--- src/rtl/tictactoe_pkg.sv ---
// Shared definitions for the tic-tac-toe datapath.
// Holds the move-bus codes, the legal position range, the player bit
// encoding and the state encoding of the move-entry FSM.
package tictactoe_pkg;

    // Move bus codes understood by the game register block.
    localparam logic [4:0] MOVE_CLEAR = 5'b00000;
    // Position 15 with player 0. The game block treats this code as neither
    // a move nor a clear, so it holds its state.
    localparam logic [4:0] MOVE_IDLE  = 5'b01111;

    localparam logic [3:0] POS_MIN = 4'd1;
    localparam logic [3:0] POS_MAX = 4'd9;

    localparam logic PLAYER1 = 1'b0;
    localparam logic PLAYER2 = 1'b1;

    typedef enum logic [1:0] {
        S_IDLE     = 2'd0,
        S_ISSUE    = 2'd1,
        S_WAIT_REL = 2'd2
    } state_t;

    // True when the selector addresses a real board cell.
    function automatic logic pos_valid(input logic [3:0] pos);
        return (pos >= POS_MIN) && (pos <= POS_MAX);
    endfunction

endpackage

--- src/rtl/btn_debounce.sv ---
// Pushbutton conditioner: 2-flop synchroniser followed by a level debouncer.
// Ports:
//   clk      system clock
//   reset    asynchronous active-high reset
//   btn_raw  raw asynchronous button input
//   level_o  debounced button level
// The debounced level follows the synchronised level only after the two have
// disagreed for DEBOUNCE_CYCLES consecutive cycles.
module btn_debounce #(
    parameter int DEBOUNCE_CYCLES = 1000000,
    parameter int CNT_W           = $clog2(DEBOUNCE_CYCLES + 1)
) (
    input  logic clk,
    input  logic reset,
    input  logic btn_raw,
    output logic level_o
);

    logic             sync1_q, sync2_q;
    logic             level_q, level_d;
    logic [CNT_W-1:0] cnt_q, cnt_d;

    always_comb begin
        level_d = level_q;
        cnt_d   = '0;
        if (sync2_q != level_q) begin
            // The mismatch seen on this edge is the DEBOUNCE_CYCLES-th in a row
            // when the counter already holds DEBOUNCE_CYCLES-1.
            if (cnt_q == CNT_W'(DEBOUNCE_CYCLES - 1)) begin
                level_d = sync2_q;
                cnt_d   = '0;
            end else begin
                cnt_d = cnt_q + CNT_W'(1);
            end
        end
    end

    always_ff @(posedge clk or posedge reset) begin
        if (reset) begin
            sync1_q <= 1'b0;
            sync2_q <= 1'b0;
            level_q <= 1'b0;
            cnt_q   <= '0;
        end else begin
            sync1_q <= btn_raw;
            sync2_q <= sync1_q;
            level_q <= level_d;
            cnt_q   <= cnt_d;
        end
    end

    assign level_o = level_q;

endmodule

--- src/rtl/move_entry.sv ---
// Move entry stage for the tic-tac-toe game register block.
// Converts the Basys3 switch bank and pushbuttons into the 5-bit move word.
// Ports:
//   clk          system clock
//   reset        asynchronous active-high reset (drives MOVE_CLEAR)
//   btn_submit   raw submit pushbutton
//   btn_clear    raw clear-board pushbutton
//   sw_pos       selected position, 1..9 valid
//   last_player  player who moved last, as reported by the game block
//   move         registered move word {player, position}, idle otherwise
//   move_err     one-cycle pulse on submit with an invalid position
module move_entry
    import tictactoe_pkg::*;
#(
    parameter int DEBOUNCE_CYCLES = 1000000,
    parameter int CNT_W           = $clog2(DEBOUNCE_CYCLES + 1)
) (
    input  logic       clk,
    input  logic       reset,
    input  logic       btn_submit,
    input  logic       btn_clear,
    input  logic [3:0] sw_pos,
    input  logic       last_player,
    output logic [4:0] move,
    output logic       move_err
);

    logic       submit_db, clear_db;
    state_t     state_q, state_d;
    logic [4:0] move_q, move_d;
    logic       err_q, err_d;

    btn_debounce #(
        .DEBOUNCE_CYCLES(DEBOUNCE_CYCLES),
        .CNT_W          (CNT_W)
    ) u_db_submit (
        .clk    (clk),
        .reset  (reset),
        .btn_raw(btn_submit),
        .level_o(submit_db)
    );

    btn_debounce #(
        .DEBOUNCE_CYCLES(DEBOUNCE_CYCLES),
        .CNT_W          (CNT_W)
    ) u_db_clear (
        .clk    (clk),
        .reset  (reset),
        .btn_raw(btn_clear),
        .level_o(clear_db)
    );

    always_comb begin
        state_d = state_q;
        move_d  = MOVE_IDLE;
        err_d   = 1'b0;
        unique case (state_q)
            S_IDLE: begin
                // Clear has priority; a simultaneous submit is swallowed by
                // the release wait that follows.
                if (clear_db) begin
                    move_d  = MOVE_CLEAR;
                    state_d = S_ISSUE;
                end else if (submit_db) begin
                    if (pos_valid(sw_pos)) begin
                        move_d  = {~last_player, sw_pos};
                        state_d = S_ISSUE;
                    end else begin
                        err_d   = 1'b1;
                        state_d = S_WAIT_REL;
                    end
                end
            end
            S_ISSUE: begin
                // The code went out on the last edge; move_d is already idle.
                state_d = S_WAIT_REL;
            end
            S_WAIT_REL: begin
                if (!submit_db && !clear_db) begin
                    state_d = S_IDLE;
                end
            end
            default: begin
                state_d = S_IDLE;
            end
        endcase
    end

    always_ff @(posedge clk or posedge reset) begin
        if (reset) begin
            state_q <= S_IDLE;
            move_q  <= MOVE_CLEAR;
            err_q   <= 1'b0;
        end else begin
            state_q <= state_d;
            move_q  <= move_d;
            err_q   <= err_d;
        end
    end

    assign move     = move_q;
    assign move_err = err_q;

endmodule
--- config.mk ---
export PLATFORM = sky130hd
export DESIGN_NAME = move_entry
export DESIGN_NICKNAME = d
export VERILOG_FILES = /design/src/rtl/tictactoe_pkg.sv /design/src/rtl/btn_debounce.sv /design/src/rtl/move_entry.sv
export SDC_FILE = /design/constraint.sdc
export NUM_CORES = 1
export LEC_CHECK = 0
export CAP_MARGIN = 10
export CELL_PAD_IN_SITES_DETAIL_PLACEMENT = 0
export CELL_PAD_IN_SITES_GLOBAL_PLACEMENT = 2
export CORE_MARGIN = 10
export CORE_UTILIZATION = 38
export DETAILED_ROUTE_END_ITERATION = 7
export PLACE_DENSITY = 0.78
export SETUP_SLACK_MARGIN = 0.2
export SYNTH_ARGS = -nofsm -noshare
export SYNTH_HDL_FRONTEND = slang
export SYNTH_SLANG_ARGS = --single-unit
--- constraint.sdc ---
create_clock -name clk -period 2.7 [get_ports clk]
set_input_delay 0.54 -clock clk [delete_from_list [all_inputs] [get_ports clk]]
set_output_delay 0.54 -clock clk [all_outputs]
set_load 0.03 [all_outputs]
==> summary.md, run 1 <==
| Metric | Value |
|---|---|
| Fmax | `474.0 MHz` |
| Nets | `283` |
| Reg clk slew, reported paths | `100 ps` |
| Ranking of synthesized cells by area | `dfrtp_1, xor2_1, nor2_1` |
| Post-synth top cells | `dfrtp_1, nor2_1, nand2_1` |
| Status | `finished clean` |
| Sequential area share after synthesis | `52.97%` |
| FF-to-FF path depth | `5` |
| H-tree levels | `2` |
| First-pass DRT Iterations | `4` |
| GR Util All Layers | `10.92%` |
| Synth Register Bits | `54` |
| Num CTS Buffers | `5` |
| Setup tns final | `0 ps` |
| CTS tree | `yes` |
| Layout cell share with drive strength beyond 1 | `7.692%` |
| Critical R2R Capture | `u_db_submit.cnt_q[17]` |
| Max Root-Sink Buffers | `2` |
| Final-report max-slew violation count | `0` |
| Max-slew headroom | `55.87%` |
| Port Buffer Count | `14` |
| Area Overhead vs Synth | `14.86%` |
| Initial drt markers | `63` |
| Worst Max-Slew Pin Slew | `655.9 ps` |
| VDD IR max | `0.2415 mV` |
| Critical path destination | `u_db_submit.cnt_q[17]` |
| Final Total Pwr | `1549 µW` |
| Worst Path Arrival | `2310 ps` |
| Routability Congestion | `0.7664` |
| Setup violations, final | `0` |
| Period utilization | `78.13%` |
| Cts repair resizes | `0` |
| Initial antenna violation count | `0` |
| Worst skew pair latency | `310 ps` |
| Syn Area/Cell | `10.00 µm²` |
| Vias in the first global route | `1,867` |
| Syn Nets | `266` |
| DP Worst Slack | `580.7 ps` |
| Post-synthesis cell area | `2551 µm²` |
| Adder-Cell Fraction of Synth Area | `0.9809%` |
| CP Class | `register to register` |
| Via count | `1,883` |
| Top cell type's share of synthesized area | `52.97%` |
| Worst Setup Start Kind | `register` |
| Post-CTS setup buffer count | `0` |
| Reg2Reg Setup Slack | `590 ps` |
| Async set or reset register ratio after synthesis | `100.0%` |
| Num rows | `29` |
| Largest net degree at the start of global routing | `30` |
| Vias/cell | `5.380` |
| Min Tclk post-route | `2110 ps` |
| Congestion Overflow GR | `0` |
| Cells after Synth | `255` |
| CTS sink cnt | `54` |
| Post-route ant nets | `0` |
| Primary FF master, synth | `dfrtp_1` |
| P per Cell Area | `528.8 nW/µm²` |
| MaxCap Viol Count | `0` |
| Hold Vio Cnt, Final | `0` |
| Worst hold stages | `0` |
| Antenna Cells | `0` |
| Crit-path max cell delay | `520 ps` |
| Crit path from | `u_db_submit.cnt_q[6]` |
| Core area | `6422 µm²` |
| P_leak | `0.001186 µW` |
| Largest family of logic cells by synthesized area | `simple AND/OR/NAND/NOR gates` |
| Fin Clk Skew | `10.77 ps` |
| Top-level I/O count | `15` |
| Reg-to-reg startpoint | `u_db_submit.cnt_q[6]` |
| Post-DP HPWL | `3611 µm` |
| Hold Crit Class | `register to register` |
| Die X-Extent | `101.9 µm` |
| Most frequent cell after synthesis | `dfrtp_1` |
| RSZ-0062 raised after global routing | `false` |
| Post-synthesis mux area share | `0.8828%` |
| Die area | `10,390 µm²` |
| CP Max Fanout | `20` |
| EDFF count, synth | `0` |
| Wire per inst | `14.59 µm` |
| Simple-gate area share of the yosys netlist | `23.88%` |
| Yosys Warn Count | `0` |
| Synth area leader | `dfrtp_1` |
| Worst path cell trace | `or4b_1 -> or4_4 -> o21ai_2 -> buf_4 -> o21ba_1` |
| Chip height | `101.9 µm` |
| Synth cell types | `36` |
| Complex-gate fraction of the synthesized area | `8.386%` |
| Root Driver | `clkbuf_8` |
| Setup crit end kind | `register` |
| WHS | `364.3 ps` |
| Worst path required time | `2910 ps` |
| Post-Route WL | `5108 µm` |
| CP max-delay cell | `or4b_1` |
| Post-Synth XOR/XNOR Area | `9.269%` |
| Hold_buf cts | `0` |
| Detailed-route DRC error count | `0` |
| Initial Utilization | `39.72%` |
| Global-route wire length before repair | `9183 µm` |
| PnR worst setup slack | `590.4 ps` |
==> critical path: cells and delay by family (launching register included) <==
kind                   cells  cell delay (ps)
AND/OR/NAND/NOR            2             1020
flip-flops                 1              450
AO/OA/AOI/OAI              2              300
buffers and inverters      1              250
==> kinds of logic after synthesis <==
logic type	count (synthesis)
xor gates and xnor gates	27
AOI/OAI and AO/OA	34
adders and majority gates	2
muxes	2
buffers and inverters	21
and+or+nand+nor	115
DFF	54
==> how the worst min path moves through the flow <==
stage / startpoint / end / slack, ps
floorplan: u_db_clear.sync1_q / u_db_clear.sync2_q / 330
global placement: u_db_submit.sync1_q / u_db_submit.sync2_q / 340
detailed placement: u_db_submit.sync1_q / u_db_submit.sync2_q / 340
CTS: u_db_submit.sync1_q / u_db_submit.sync2_q / 370
global route: u_db_submit.sync1_q / u_db_submit.sync2_q / 370
finish: u_db_submit.sync1_q / u_db_submit.sync2_q / 360
==> report_power, final <==
part / switching, µW / total (µW) / internal [µW] / leakage (µW)
combinational: 38.7 / 63.6 / 24.9 / 0.000395
clock: 262 / 658 / 395 / 0.0000714
sequential: 9.94 / 828 / 818 / 0.000719
total: 311 / 1550 / 1240 / 0.00119
==> placed cells by master, fill, tap and decap left out, types with 2 or more instances in the layout <==
master and n:
clkdlybuf4s50_1 14, buf_4 2, bufinv_16 2, and3_1 5
nor3_1 8, or4_1 8, xnor2_1 12, nand2_1 16
mux2_2 2, dfrtp_1 54, inv_1 13, nor4_1 5
nor2_1 33, o31ai_1 6, a21oi_1 12, xor2_1 15
nand4_1 15, a31o_2 2, and4_1 3, ha_1 2
o21ai_0 7, clkbuf_8 6, nand3_1 11, or3_1 4
or4b_2 2
==> cell type report <==
type                       count  area (µm²)
inverter                      14       52.55
clock buffer                   6       82.58
tap                           77       96.34
sequential                    54        1351
multi-input combinational    180        1112
clock inverter                 2       60.06
fill                         605        3492
timing repair buffer          17       175.2
==> per-stage QoR <==
step | instance area, µm² | utilization [%] | std cells
6_report | 2930 | 45.63 | 350
5_1_grt | 2930 | 45.63 | 350
4_1_cts | 2930 | 45.63 | 350
3_5_place_dp | 2788 | 43.41 | 342
3_3_place_gp | 2788 | 43.41 | 342
2_1_floorplan | 2551 | - | 255
==> layer usage <==
metal | track usage (%) | routed length [µm] | vias to the layer above
met2 | 15.21 | 2164 | 37
met1 | 15.73 | 2602 | 900
li1 | - | - | 940
met3 | 3.374 | 281 | 6
met4 | 3.254 | 60 | 0
met5 | 0 | 0 | -
==> registers in the layout, summed over array words and instances (netlist names) <==
name                 count
move                     5
u_db_submit.cnt_q       20
u_db_clear.sync1_q       1
u_db_submit.level_o      1
state_q                  2
u_db_clear.level_o       1
u_db_clear.cnt_q        20
u_db_clear.sync2_q       1
move_err                 1
u_db_submit.sync1_q      1
u_db_submit.sync2_q      1
Power figures use the tool's default switching activity.
==> run 2, diff against run 1 <==
--- a/config.mk
+++ b/config.mk
@@ -9,9 +9,9 @@
 export CELL_PAD_IN_SITES_DETAIL_PLACEMENT = 0
 export CELL_PAD_IN_SITES_GLOBAL_PLACEMENT = 2
 export CORE_MARGIN = 10
-export CORE_UTILIZATION = 38
+export CORE_UTILIZATION = 34
 export DETAILED_ROUTE_END_ITERATION = 7
-export PLACE_DENSITY = 0.78
+export PLACE_DENSITY = 0.74
 export SETUP_SLACK_MARGIN = 0.2
 export SYNTH_ARGS = -nofsm -noshare
 export SYNTH_HDL_FRONTEND = slang
==> constraint.sdc (replaced) <==
create_clock -name clk -period 1.9 [get_ports clk]
set_input_delay 0.38 -clock clk [delete_from_list [all_inputs] [get_ports clk]]
set_output_delay 0.38 -clock clk [all_outputs]
set_load 0.03 [all_outputs]
==> run 2 against run 1 <==
Against the previous run: the flow now finishes with violations (setup timing); global-route usage fell by 0.63 points; critical path type unchanged; total power rose by 35%; sequential share of layout area fell by 6.2 points; clock power rose by 20%; design area rose by 16%; hold slack got worse by 6.8 ps; maximum frequency rose by 7.6%; cell count rose by 15%; non-clock buffer count rose by 32; critical path depth did not move; die area rose by 9.4%.
==> summary.md, run 2 (synthesis gave the netlist of run 1 again) <==
| Metric | Value |
|---|---|
| Largest net degree at the start of global routing | `22 (-27%)` |
| Nets | `315 (+11%)` |
| Final Total Pwr | `2090 µW (+35%)` |
| CTS sink cnt | `54 (unchanged)` |
| Wire per inst | `14.12 µm (-3.2%)` |
| RSZ-0062 raised after global routing | `true` |
| Num rows | `31 (+6.9%)` |
| Setup violations, final | `17 (+17)` |
| Detailed-route DRC error count | `0 (unchanged)` |
| DP Worst Slack | `-65.05 ps (-645.7 ps)` |
| Max Root-Sink Buffers | `2 (unchanged)` |
| Congestion Overflow GR | `0 (unchanged)` |
| GR Util met3 | `2.515% (-0.86 points)` |
| Fin Clk Skew | `6.124 ps (-4.644 ps)` |
| Inst Count DP | `382 (+12%)` |
| Multi-input gate area | `1295 µm² (+16%)` |
| Routability Congestion | `0.7888 (+2.9%)` |
| Status | `finished, violations left` |
| Antenna Cells | `0 (unchanged)` |
| Port Buffer Count | `14 (unchanged)` |
| Placed cell area | `2969 µm² (+6.5%)` |
| GR met2 Demand/Resource | `15.32% (+0.11 points)` |
| Core area | `7292 µm² (+14%)` |
| Top-level I/O count | `15 (unchanged)` |
| CP Class | `register to register` |
| Worst Setup Start Kind | `register` |
| Vias in the first global route | `2,013 (+7.8%)` |
| Failing checks | `setup timing` |
| Post-DP HPWL | `3844 µm (+6.4%)` |
| GR Util met1 | `14.13% (-1.6 points)` |
| Crit-path max cell delay | `520 ps (about the same)` |
| Die area | `11,370 µm² (+9.4%)` |
| H-tree levels | `2 (unchanged)` |
| Max-slew headroom | `75.63% (+20 points)` |
| Min Tclk post-route | `1961 ps (-149.1 ps)` |
| Period utilization | `103.2% (+25 points)` |
| Final std cells w/o fill | `403 (+15%)` |
| Die X-Extent | `106.6 µm (+4.6%)` |
| FF/Latch Area | `1354 µm² (+0.19%)` |
| Global-route wire length before repair | `9763 µm (+6.3%)` |
| Vias/cell | `5.060 (-6.0%)` |
| Initial Utilization | `34.99% (-4.7 points)` |
| Busiest layer in global routing | `met2` |
| Reg clk slew, reported paths | `100 ps (about the same)` |
| Final-report max-slew violation count | `0 (unchanged)` |
| Hold Vio Cnt, Final | `0 (unchanged)` |
| Initial drt markers | `60 (-4.8%)` |
| Root Driver | `clkbuf_8` |
| Chip height | `106.6 µm (+4.6%)` |
| Worst Path Arrival | `2170 ps (-140 ps)` |
| Layout cell share with drive strength beyond 1 | `27.30% (+20 points)` |
| Worst path cell trace | `or4_1 -> or4_4 -> o21ai_4 -> buf_6 -> o21ba_1` |
| Post-Route WL | `5692 µm (+11%)` |
| Hold Crit Class | `input pin to async pin` |
| Hold_buf cts | `0 (unchanged)` |
| CTS tree | `yes` |
| Cell area after layout | `3391 µm² (+16%)` |
| Worst skew pair latency | `300 ps (about the same)` |
| Initial antenna violation count | `0 (unchanged)` |
| Num CTS Buffers | `5 (unchanged)` |
| Fill cells | `727 (+20%)` |
| Most common cell after layout, fill and taps aside | `dfrtp_1` |
| First-pass DRT Iterations | `4 (unchanged)` |
| Fmax | `510.1 MHz (+7.6%)` |
| Post-route ant nets | `0 (unchanged)` |
| PnR worst setup slack | `-60.52 ps (-650.9 ps)` |
| WHS | `357.5 ps (-6.803 ps)` |
| P per Cell Area | `616.5 nW/µm² (+17%)` |
| P_leak | `0.001389 µW (+17%)` |
| GR Util All Layers | `10.28% (-0.63 points)` |
| Worst Max-Slew Pin Slew | `362.1 ps (-293.8 ps)` |
| Commonest non-fill, non-tap cells in the layout | `dfrtp_1, buf_4, nor2_1` |
| MaxCap Viol Count | `0 (unchanged)` |
| VDD IR max | `0.2347 mV (-2.8%)` |
| Via count | `2,039 (+8.3%)` |
| Worst path required time | `2110 ps (-800 ps)` |
| Setup crit end kind | `register` |
| CP max-delay cell | `or4_4` |
| Area Overhead vs Synth | `32.91%` |
| CP Max Fanout | `5 (-75%)` |
-- run 2: power breakdown --
part / internal (µW) / total, µW / switching, µW
registers: 1160 / 1180 / 13.6
logic: 52.4 / 124 / 72.0
clock network: 422 / 790 / 367
total: 1640 / 2090 / 453
-- run 2: final cells by class --
class,instances,area share [%]
sequential,54,39.93
multi-input combinational,180,38.19
clock inverter,1,0.8856
inverter,14,1.550
tap,99,3.653
clock buffer,6,2.435
timing repair buffer,49,13.36
-- run 2: what timing repair did --
action / in CTS / in global routing
setup endpoints to repair: 40 / 51
resized for setup: 9 / 45
endpoints found under the hold margin: 0 / 0
gates cloned: 1 / 0
setup buffers: 5 / 8
pin swaps: 3 / 15
-- run 2: metrics by stage --
step,setup TNS (ps),utilization [%]
floorplan,-34.34,-
global placement,-408.7,40.72
detailed placement,-931.3,40.72
CTS,-767.2,43.43
global route,-1475,46.50
finish,-502.6,46.50
-- run 2: worst paths after layout --
check / startpoint / to / slack, ps / cells after the start
setup / recovery: u_db_submit.cnt_q[13] / u_db_submit.cnt_q[17] / -60 / 5
max in group asynchronous: reset / u_db_submit.cnt_q[7] / 940 / 3
min in group clk: u_db_submit.sync1_q / u_db_submit.sync2_q / 360 / 0
hold / removal: reset / u_db_clear.sync1_q / 360 / 2
setup reg to reg: u_db_submit.cnt_q[13] / u_db_submit.cnt_q[17] / -60 / 5
hold reg to reg: u_db_submit.sync1_q / u_db_submit.sync2_q / 360 / 0
-- run 2: critical path, delay by kind of cell (launching register included) --
kind | cells | cell delay [ps]
AO/OA/AOI/OAI | 2 | 310
flip-flops | 1 | 380
AND/OR/NAND/NOR | 2 | 1030
buffers and inverters | 1 | 140
-- run 2: per-layer routing --
layer	share of wire, %	vias up
met4	1.3	0
met3	3.4	6
met2	44	28
met5	0	-
met1	51	1002
li1	-	1003
==> RTL edit, RTL diff (config.mk and constraints of run 2) <==
`DEBOUNCE_CYCLES` is set to 1000000 in 2 places; all go to 250000.
--- a/src/rtl/btn_debounce.sv
+++ b/src/rtl/btn_debounce.sv
@@ -7,7 +7,7 @@
 // The debounced level follows the synchronised level only after the two have
 // disagreed for DEBOUNCE_CYCLES consecutive cycles.
 module btn_debounce #(
-    parameter int DEBOUNCE_CYCLES = 1000000,
+    parameter int DEBOUNCE_CYCLES = 250000,
     parameter int CNT_W           = $clog2(DEBOUNCE_CYCLES + 1)
 ) (
     input  logic clk,
--- a/src/rtl/move_entry.sv
+++ b/src/rtl/move_entry.sv
@@ -12,7 +12,7 @@
 module move_entry
     import tictactoe_pkg::*;
 #(
-    parameter int DEBOUNCE_CYCLES = 1000000,
+    parameter int DEBOUNCE_CYCLES = 250000,
     parameter int CNT_W           = $clog2(DEBOUNCE_CYCLES + 1)
 ) (
     input  logic       clk,
Behaviour: no difference found for any inputs over 10 cycles, from zero or initial values and one cycle with reset high; that may be too few to reach the edited logic, so the function may still have changed.
==> RTL edit against run 2 <==
  * First-iteration DRC count is 20% lower
  * Die area decreased by 6.4%
  * Routed wire length shrank 16%
  * Worst setup slack improved by 0.25 ns
  * Total power down 5.9%
  * Sequential share of layout area rose by 2.8 points
  * Sequential cell count is 4 lower
  * Cell count shrank 16%
  * Core utilization shrank 2.9 points
  * Global-route usage is 0.62 points lower
  * Area after synthesis down 7.8%
  * Design area shrank 13%
  * Critical endpoint is now u_db_submit.cnt_q[2]
  * Largest power group unchanged
==> RTL edit: results (changes against run 2) <==
Arr. time, crit path: 1.91 ns (-0.26 ns)
Via Count: 1728 (-15%)
PD cells: 668 nW/um^2 (+8.4%)
final net count: 268 (-15%)
status: finished clean
pre-CTS setup slack: 0.0129 ns (+0.0780 ns)
placed cell areas: 2650 um^2 (-11%)
WHS: 0.344 ns (-0.0137 ns)
crit path launch: u_db_submit.cnt_q[0]
Post-Synth XOR/XNOR Area: 11.2% (+1.9 points)
placer congestion estimate: 0.688 (-13%)
leakage power: 1.20 nW (-13%)
P_seq: 0.00109 W (-8%)
WL/cell: 14.1 um (-0.42%)
Critical path destination: u_db_submit.cnt_q[2]
complex-gate fraction of the synthesized area: 6.38% (-2.0 points)
switch share: 22.7% (+0.99 points)
min Tclk post-route: 1.71 ns (-0.252 ns)
GRT Util Overall: 9.66% (-0.62 points)
DR iter-0 viols: 48 (-20%)
synthesized-area fraction occupied by adder cells: 1.06% (+0.083 points)
Crit-path slowest cell: dfrtp_1
Post-Syn Nets: 233 (-12%)
Fillers: 680 (-6.5%)
final instance area: 2940 um^2 (-13%)
detailed placement HPWL: 3210 um (-16%)
crit-path leading delay family: flip-flops
top cells by area, synth: dfrtp_1 (53%), xnor2_1 (6.0%), nor2_1 (5.4%)
top cells by instance count after synthesis: dfrtp_1 (50), nor2_1 (34), xnor2_1 (16), xor2_1 (14), nand4_1 (13)
Clock group: 0.000766 W (-3.0%)
Worst Clk Skew: 0.00350 ns (-0.00262 ns)
share of cells above drive strength 1: 22.1% (-5.2 points)
worst-margin pin slew: 0.375 ns (+0.0132 ns)
CP Max Fanout: 7 (+2)
VDD IR max: 316 uV (+35%)
sequential-to-total area share from yosys stat: 53.2% (+0.22 points)
placed insts: 322 (-16%)
largest net degree at the start of global routing: 36 (+64%)
[RTL edit: worst register-to-register path, stage by stage, from the launching register on]
cell and delay [ns]:
dfrtp_1 0.44, ha_1 0.29, nand3_4 0.17, o41ai_4 0.44, buf_6 0.21, nor2_1 0.06
[RTL edit: layout make-up]
class	count	share of cell area [%]
sequential	50	42.8
clock inverter	2	1.27
clock buffer	6	2.46
timing repair buffer	32	10.0
inverter	12	1.53
tap	80	3.40
multi-input combinational	156	38.5
[RTL edit: timing repair]
item,4_1_cts,5_1_grt
cloned,0,1
pin swaps,1,1
endpoints found under the hold margin,0,0
endpoints found under the setup margin,25,38
buffers inserted,0,7
resized for setup,9,31
[RTL edit: routing by layer]
| layer | share of wire, % | up-vias | GRT usage [%] |
|---|---|---|---|
| li1 | - | 850 | - |
| met1 | 49 | 849 | 12.9 |
| met2 | 46 | 24 | 14.3 |
| met3 | 4.1 | 5 | 2.99 |
| met4 | 1.5 | 0 | 3.53 |
| met5 | 0 | - | 0 |
